`config.mk`:
```
export PLATFORM = sky130hd
export DESIGN_NAME = instruction_fetch_unit
export DESIGN_NICKNAME = d
export VERILOG_FILES = /design/src/rtl/instruction_fetch_unit.sv
export SDC_FILE = /design/constraint.sdc
export NUM_CORES = 1
export LEC_CHECK = 0
export BUFFER_PORTS_ARGS = -buffer_cell sky130_fd_sc_hd__buf_2
export CORE_UTILIZATION = 25
export CTS_BUF_LIST = sky130_fd_sc_hd__clkbuf_8 sky130_fd_sc_hd__clkbuf_16
export CTS_CLUSTER_DIAMETER = 120
export DETAILED_ROUTE_END_ITERATION = 10
export PLACE_DENSITY_LB_ADDON = 0.15
export SYNTH_ARGS = -nofsm -noshare
export SYNTH_HDL_FRONTEND = slang
export SYNTH_SLANG_ARGS = --single-unit
```
`constraint.sdc`:
```
create_clock -name clk -period 4.62 [get_ports clk]
set_clock_uncertainty 0.2 [all_clocks]
set_input_delay 0.924 -clock clk [delete_from_list [all_inputs] [get_ports clk]]
set_output_delay 0.924 -clock clk [all_outputs]
set_load 0.05 [all_outputs]
```
`src/rtl/instruction_fetch_unit.sv`:
```
// Fetch-side initiator: owns the fetch PC, reads the single-cycle instruction
// memory, buffers {pc, word} pairs in a circular prefetch queue for decode.
module instruction_fetch_unit #(
   parameter logic [31:0] RESET_PC = 32'h0000_0000,
   parameter int          QDEPTH   = 4
) (
   input  logic        clk,
   input  logic        rst,
   output logic [31:0] imem_addr,
   output logic        imem_req,
   input  logic [31:0] imem_rdata,
   input  logic        redirect_valid,
   input  logic [31:0] redirect_pc,
   output logic        inst_valid,
   output logic [31:0] inst_data,
   output logic [31:0] inst_pc,
   input  logic        inst_ready,
   output logic        halted
);

   localparam int            AW   = $clog2(QDEPTH);
   localparam logic [AW:0]   FULL = (AW+1)'(QDEPTH);

   logic [31:0]   fetch_pc;
   logic [AW-1:0] head;
   logic [AW-1:0] tail;
   logic [AW:0]   count;
   logic          halt_q;

   logic [31:0]   q_pc   [QDEPTH];
   logic [31:0]   q_data [QDEPTH];

   logic          pop;
   logic          push;
   logic          can_fetch;
   logic          zero_word;

   // Word alignment of redirect targets is enforced by dropping the low bits.
   logic          unused_redirect_lsb;
   assign unused_redirect_lsb = &{1'b0, redirect_pc[1:0]};

   assign inst_valid = (count != '0) & !redirect_valid;
   assign pop        = inst_valid & inst_ready;
   assign can_fetch  = !rst & !halt_q & !redirect_valid & ((count != FULL) | pop);
   assign zero_word  = (imem_rdata == 32'h0);
   assign push       = can_fetch & !zero_word;

   assign imem_req   = can_fetch;
   assign imem_addr  = fetch_pc;
   assign halted     = halt_q;
   assign inst_data  = q_data[head];
   assign inst_pc    = q_pc[head];

   always_ff @(posedge clk or posedge rst) begin
      if (rst) begin
         fetch_pc <= RESET_PC;
         head     <= '0;
         tail     <= '0;
         count    <= '0;
         halt_q   <= 1'b0;
      end else if (redirect_valid) begin
         // Redirect flushes the queue and restarts fetch at the aligned target.
         fetch_pc <= {redirect_pc[31:2], 2'b00};
         head     <= '0;
         tail     <= '0;
         count    <= '0;
         halt_q   <= 1'b0;
      end else begin
         if (push) begin
            tail     <= tail + 1'b1;
            fetch_pc <= fetch_pc + 32'd4;
         end
         if (can_fetch && zero_word) begin
            halt_q <= 1'b1;
         end
         if (pop) begin
            head <= head + 1'b1;
         end
         case ({push, pop})
            2'b10:   count <= count + 1'b1;
            2'b01:   count <= count - 1'b1;
            default: count <= count;
         endcase
      end
   end

   // NOTE: queue storage carries no reset; head/tail/count alone define which
   // entries are live, so stale data is never observable.
   always_ff @(posedge clk) begin
      if (push) begin
         q_pc[tail]   <= fetch_pc;
         q_data[tail] <= imem_rdata;
      end
   end

endmodule

```
* After elaboration in Yosys (flattened, before gate mapping)
Memory sizes are Yosys's and may differ from the RTL's. Index checks and enable logic that the tools add are counted.
Storage, ports and cells: register bits after elaboration 40, memory bits (writable) 256, bits of input ports 68, output and inout port bits 99, word-level logic and storage cells 45, memories 2
Operators by class: add/sub/neg operators 5, equality and inequality tests 3, muxes and demuxes 12, bitwise operators 7, reduce and logical (&&, ||, !) cells 11
Memories:
- q_data | words 4, bits a word 32, rd ports 1, clocked after memory_dff 0, wr ports 1, line 31 | logic [31:0] q_data [QDEPTH];
- q_pc | words 4, bits a word 32, rd ports 1, clocked after memory_dff 0, wr ports 1, line 30 | logic [31:0] q_pc [QDEPTH];
Operators by type and width (count):
- two-way mux 32 bit | 2
- adder 32 x 3 -> 32 bit (second input constant) | 1
- logical NOT 32 bit | 1
- two-way mux 2 bit | 4
- AND 1 bit | 6
- one-hot mux 3 bit (2 select lines) | 1
- nonzero test 2 bit | 3
- nonzero test 3 bit | 2
- adder 2 x 1 -> 2 bit (second input constant) | 2
- logical NOT 1 bit | 4
- two-way mux 1 bit | 4
- adder 3 x 1 -> 3 bit (second input constant) | 1
- two-way mux 3 bit | 1
- inequality test 3 bit (second input constant) | 1
- subtractor 3 x 1 -> 3 bit (second input constant) | 1
- equality test 2 x 1 -> 1 bit (second input constant) | 1
- equality test 2 bit (second input constant) | 1
- logical AND 1 bit | 1
- bitwise OR 1 bit | 1

* Depth between registers and ports, before layout
word-level depth 9, gate-level depth with buffers 11, depth with buffers taken out 10

* Least setup slack after synthesis
Ideal clock, no wire load.
kind input port to flip-flop, start in redirect_valid, end mem q_data[0][0] (enable), library setup time 0.427 ns, arrival 3.569 ns, required time 3.993 ns, path slack 0.424 ns, cell stages on the path 4, path buffers 1, cells stage by stage buf_2 or4_1 clkinv_1 and3_1
Between the ends: cells in the longest elaborated chain, start to end 8, elaborated cells on any way between the ends 9, classes of those cells 2 x mux; 6 x bitwise; 1 x reduce/logical
Ends and longest elaborated chain:
- start, declared | line 12 | input logic redirect_valid,
- logical NOT 1 bit * | line 42, 44
- AND 1 bit | line 42 | assign inst_valid = (count != '0) & !redirect_valid;
- AND 1 bit | line 43 | assign pop = inst_valid & inst_ready;
- bitwise OR 1 bit | line 44 | assign can_fetch = !rst & !halt_q & !redirect_valid & ((count != FULL) | pop);
- AND 1 bit * | line 44
- via imem_req | line 10 | output logic imem_req,
- AND 1 bit * | line 46 | assign push = can_fetch & !zero_word;
- two-way mux 1 bit * | line 90 | if (push) begin
- two-way mux 1 bit (not written as such) * | line 92 | q_data[tail] <= imem_rdata;
- end, declared | line 31
The timed path passes the listed nets; every way through them passes the cells marked *.

* Worst setup path after layout
start reg head[0], end out inst_data[18]
Between the ends: cells in the longest elaborated chain, start to end 1
Ends and longest elaborated chain:
- start, declared | line 25 | logic [AW-1:0] head;
- start signal, assigned | line 77 | head <= head + 1'b1;
- memory (4 x 32 bit)
- end, declared | line 15 | output logic [31:0] inst_data,
No other way between the ends.

==> flow_summary.json <==
{
  "status": "complete, no violations",
  "endpoint_kind": "output pin",
  "slew_violations": 0,
  "fin_setup_tns_ns": 0,
  "io_buffers": 160,
  "fill_cells": 4356,
  "yosys.cell_types.count": 54,
  "core_area_um2": 44610,
  "path_class": "flip-flop to output pin",
  "vdd_drop_max_mv": 0.3362,
  "post-route-period-util": 0.7913,
  "numPlacedInstances": 1354,
  "start_kind": "flip-flop",
  "reg2reg_depth": 8,
  "worstPathMaxFanout": 28,
  "antenna_found_initial": 4,
  "hold_path.class": "primary input to async pin",
  "place_area_um2": 13030,
  "maxCapViolCount": 0,
  "finalHoldViolCount": 0,
  "grt_pass1_vias": 6638,
  "syn_to_final_growth_pct": 24.34,
  "rr_startpoint": "count[2]",
  "final_cells": 1417,
  "cts.sinks": 286,
  "required_ns": 3.50,
  "drive_above_1_share": 0.3701,
  "relSlewSlack": 0.2885,
  "synth_compound_area_frac": 0.04666,
  "yosys_warnings": 0,
  "drt_iter0_drc": 343,
  "synth-adder-area-share": 0.007230,
  "clk_pin_slew_ns": 0.06,
  "muxShareOfSynthArea": 0.1231,
  "cts_setup_buffers": 0,
  "ys_ff_latch": 286,
  "startpoint": "head[0]",
  "slowest_stage": "dfrtp_4",
  "seqCellArea_um2": 8406,
  "die_w_um": 215.8,
  "cts_max_level": 2,
  "total_power_mw": 8.054,
  "grt_usage": 0.1294,
  "dieArea_um2": 46550,
  "yosys.area.top_type": "edfxtp_1",
  "cts_made_buffers": 35,
  "worstSkewPairLatency_ns": 0.53,
  "cts_repair_resize_count": 0,
  "cts_buffer_depth": 3,
  "overflow": 0,
  "synth-xor-area-share": 0.003067,
  "boundaryPins": 167,
  "finalSetupViolations": 0,
  "tightest_slew_ns": 1.066,
  "syn-cell-area_um2": 11420,
  "antenna_left": 0,
  "syn-mean-instance-area_um2": 18.51,
  "hold_buffers": 0,
  "grt_max_degree": 57,
  "fin_crit_ns": 3.656,
  "synth.area.top_cells": "edfxtp_1 65%, mux4_2 12%, dfrtp_1 8.3%, nand2_1 1.4%, a221o_1 0.96%",
  "dr_total_vias": 6372,
  "core.rowCount": 77,
  "final_cell_mix": "248 x edfxtp_1, 160 x buf_2, 62 x mux4_2, 42 x nand2_1, 37 x clkbuf_16",
  "synth_top_family_by_area": "multiplexers",
  "cts_root_buf": "clkbuf_16",
  "start_util": 0.2561,
  "viasPerCell": 4.497,
  "crit_chain": "buf_12 -> mux4_2 -> buf_2",
  "totalWireLength_um": 29770,
  "multi_input_area_um2": 2841,
  "tritoncts": "built",
  "synth_top_flop_cell": "edfxtp_1",
  "drcViolationCount": 0,
  "layout_commonest_cell": "edfxtp_1",
  "nets": 873,
  "hold_ws_ns": 0.3361,
  "grt_pass1_wl_um": 44630,
  "synth_top_area_frac": 0.6520,
  "synth_edf_count": 248,
  "max_stage_delay_ns": 0.89,
  "die_y_um": 215.8,
  "rsz0062_at_grt": "false",
  "synthSimpleGateAreaFrac": 0.06507,
  "place_hpwl_um": 18060,
  "worstPathArrival_ns": 2.53,
  "p_leak_nw": 4.850,
  "yosysSeqAreaShare": 0.7352,
  "synthCells": 617,
  "async_reset_ff_frac": 0.1329,
  "fmax_mhz": 273.5,
  "powerDensity_nw_per_um2": 567.1,
  "stdcell_area_um2": 14200,
  "place_congestion": 0.7084,
  "drtPass1Iterations": 6,
  "wl_per_cell_um": 21.01
}
## routing by layer
layer  track usage  wire, µm  up-vias
met1        0.1790     14080     3236
met3       0.02918      1496       50
met2        0.2000     13520      181
met5             0        27        -
li1              -         -     2901
met4       0.04350       636        4
## area by class of cell
type	count	share of cell area
diodes	1	0.0001762
well taps	592	0.05215
inverters	11	0.002907
multi-input cells	289	0.2001
flip-flops and latches	286	0.5918
clock buffers	37	0.06519
repair buffers	176	0.07013
clock inverters	25	0.01753
## path summary, 6_finish.rpt
kind | end | slack (ns)
hold / removal | count[2] | 0.34
min in group clk | halted | 0.34
setup reg to reg | count[2] | 1.41
hold reg to reg | halted | 0.34
setup / recovery | inst_data[18] | 0.96
max in group asynchronous | head[1] | 3.46
## critical path: cells and delay by family, from the launching register on
kind / cells / cell delay (ns)
buffers and inverters: 2 / 0.53
multiplexers: 1 / 0.55
flip-flops: 1 / 0.89
## flip-flops by register name (all words and copies together) (netlist names)
signal	flops
count	3
q_pc	120
head	2
imem_addr	30
tail	2
q_data	128
halted	1
## cell families after synthesis
group / after synthesis
compound gates: 72
xor+xnor: 4
fa+ha+maj: 6
buf+inv: 45
flops: 286
mux: 63
other cells: 1
simple gates: 140
## synthesized netlist by cell type, types with 8 or more instances
library cell  count
a21o_1            9
a221o_1          11
buf_2            11
buf_4             8
clkbuf_1         11
dfrtp_1          38
edfxtp_1        248
inv_1            10
mux4_2           62
nand2_1          42
nand3_1          13
nor2_1           18
nor3_1           21
nor4_1           13
o21ai_0          18
## power breakdown
| part | leakage, nW | switching [mW] | total, mW | internal [mW] |
|---|---|---|---|---|
| clock network | 0.593 | 1.07 | 2.79 | 1.73 |
| registers | 2.73 | 0.237 | 3.24 | 3.00 |
| logic | 1.53 | 1.38 | 2.03 | 0.649 |
| total | 4.85 | 2.68 | 8.05 | 5.37 |
## stage by stage
stage,util,worst slack [ns]
after floorplan,-,0.4245
after global placement,0.2920,0.6005
after detailed placement,0.2920,0.6323
after CTS,0.3183,0.8579
after global routing,0.3183,0.8137
final,0.3184,0.9641
Note: power is estimated with default switching activity, not from simulation.
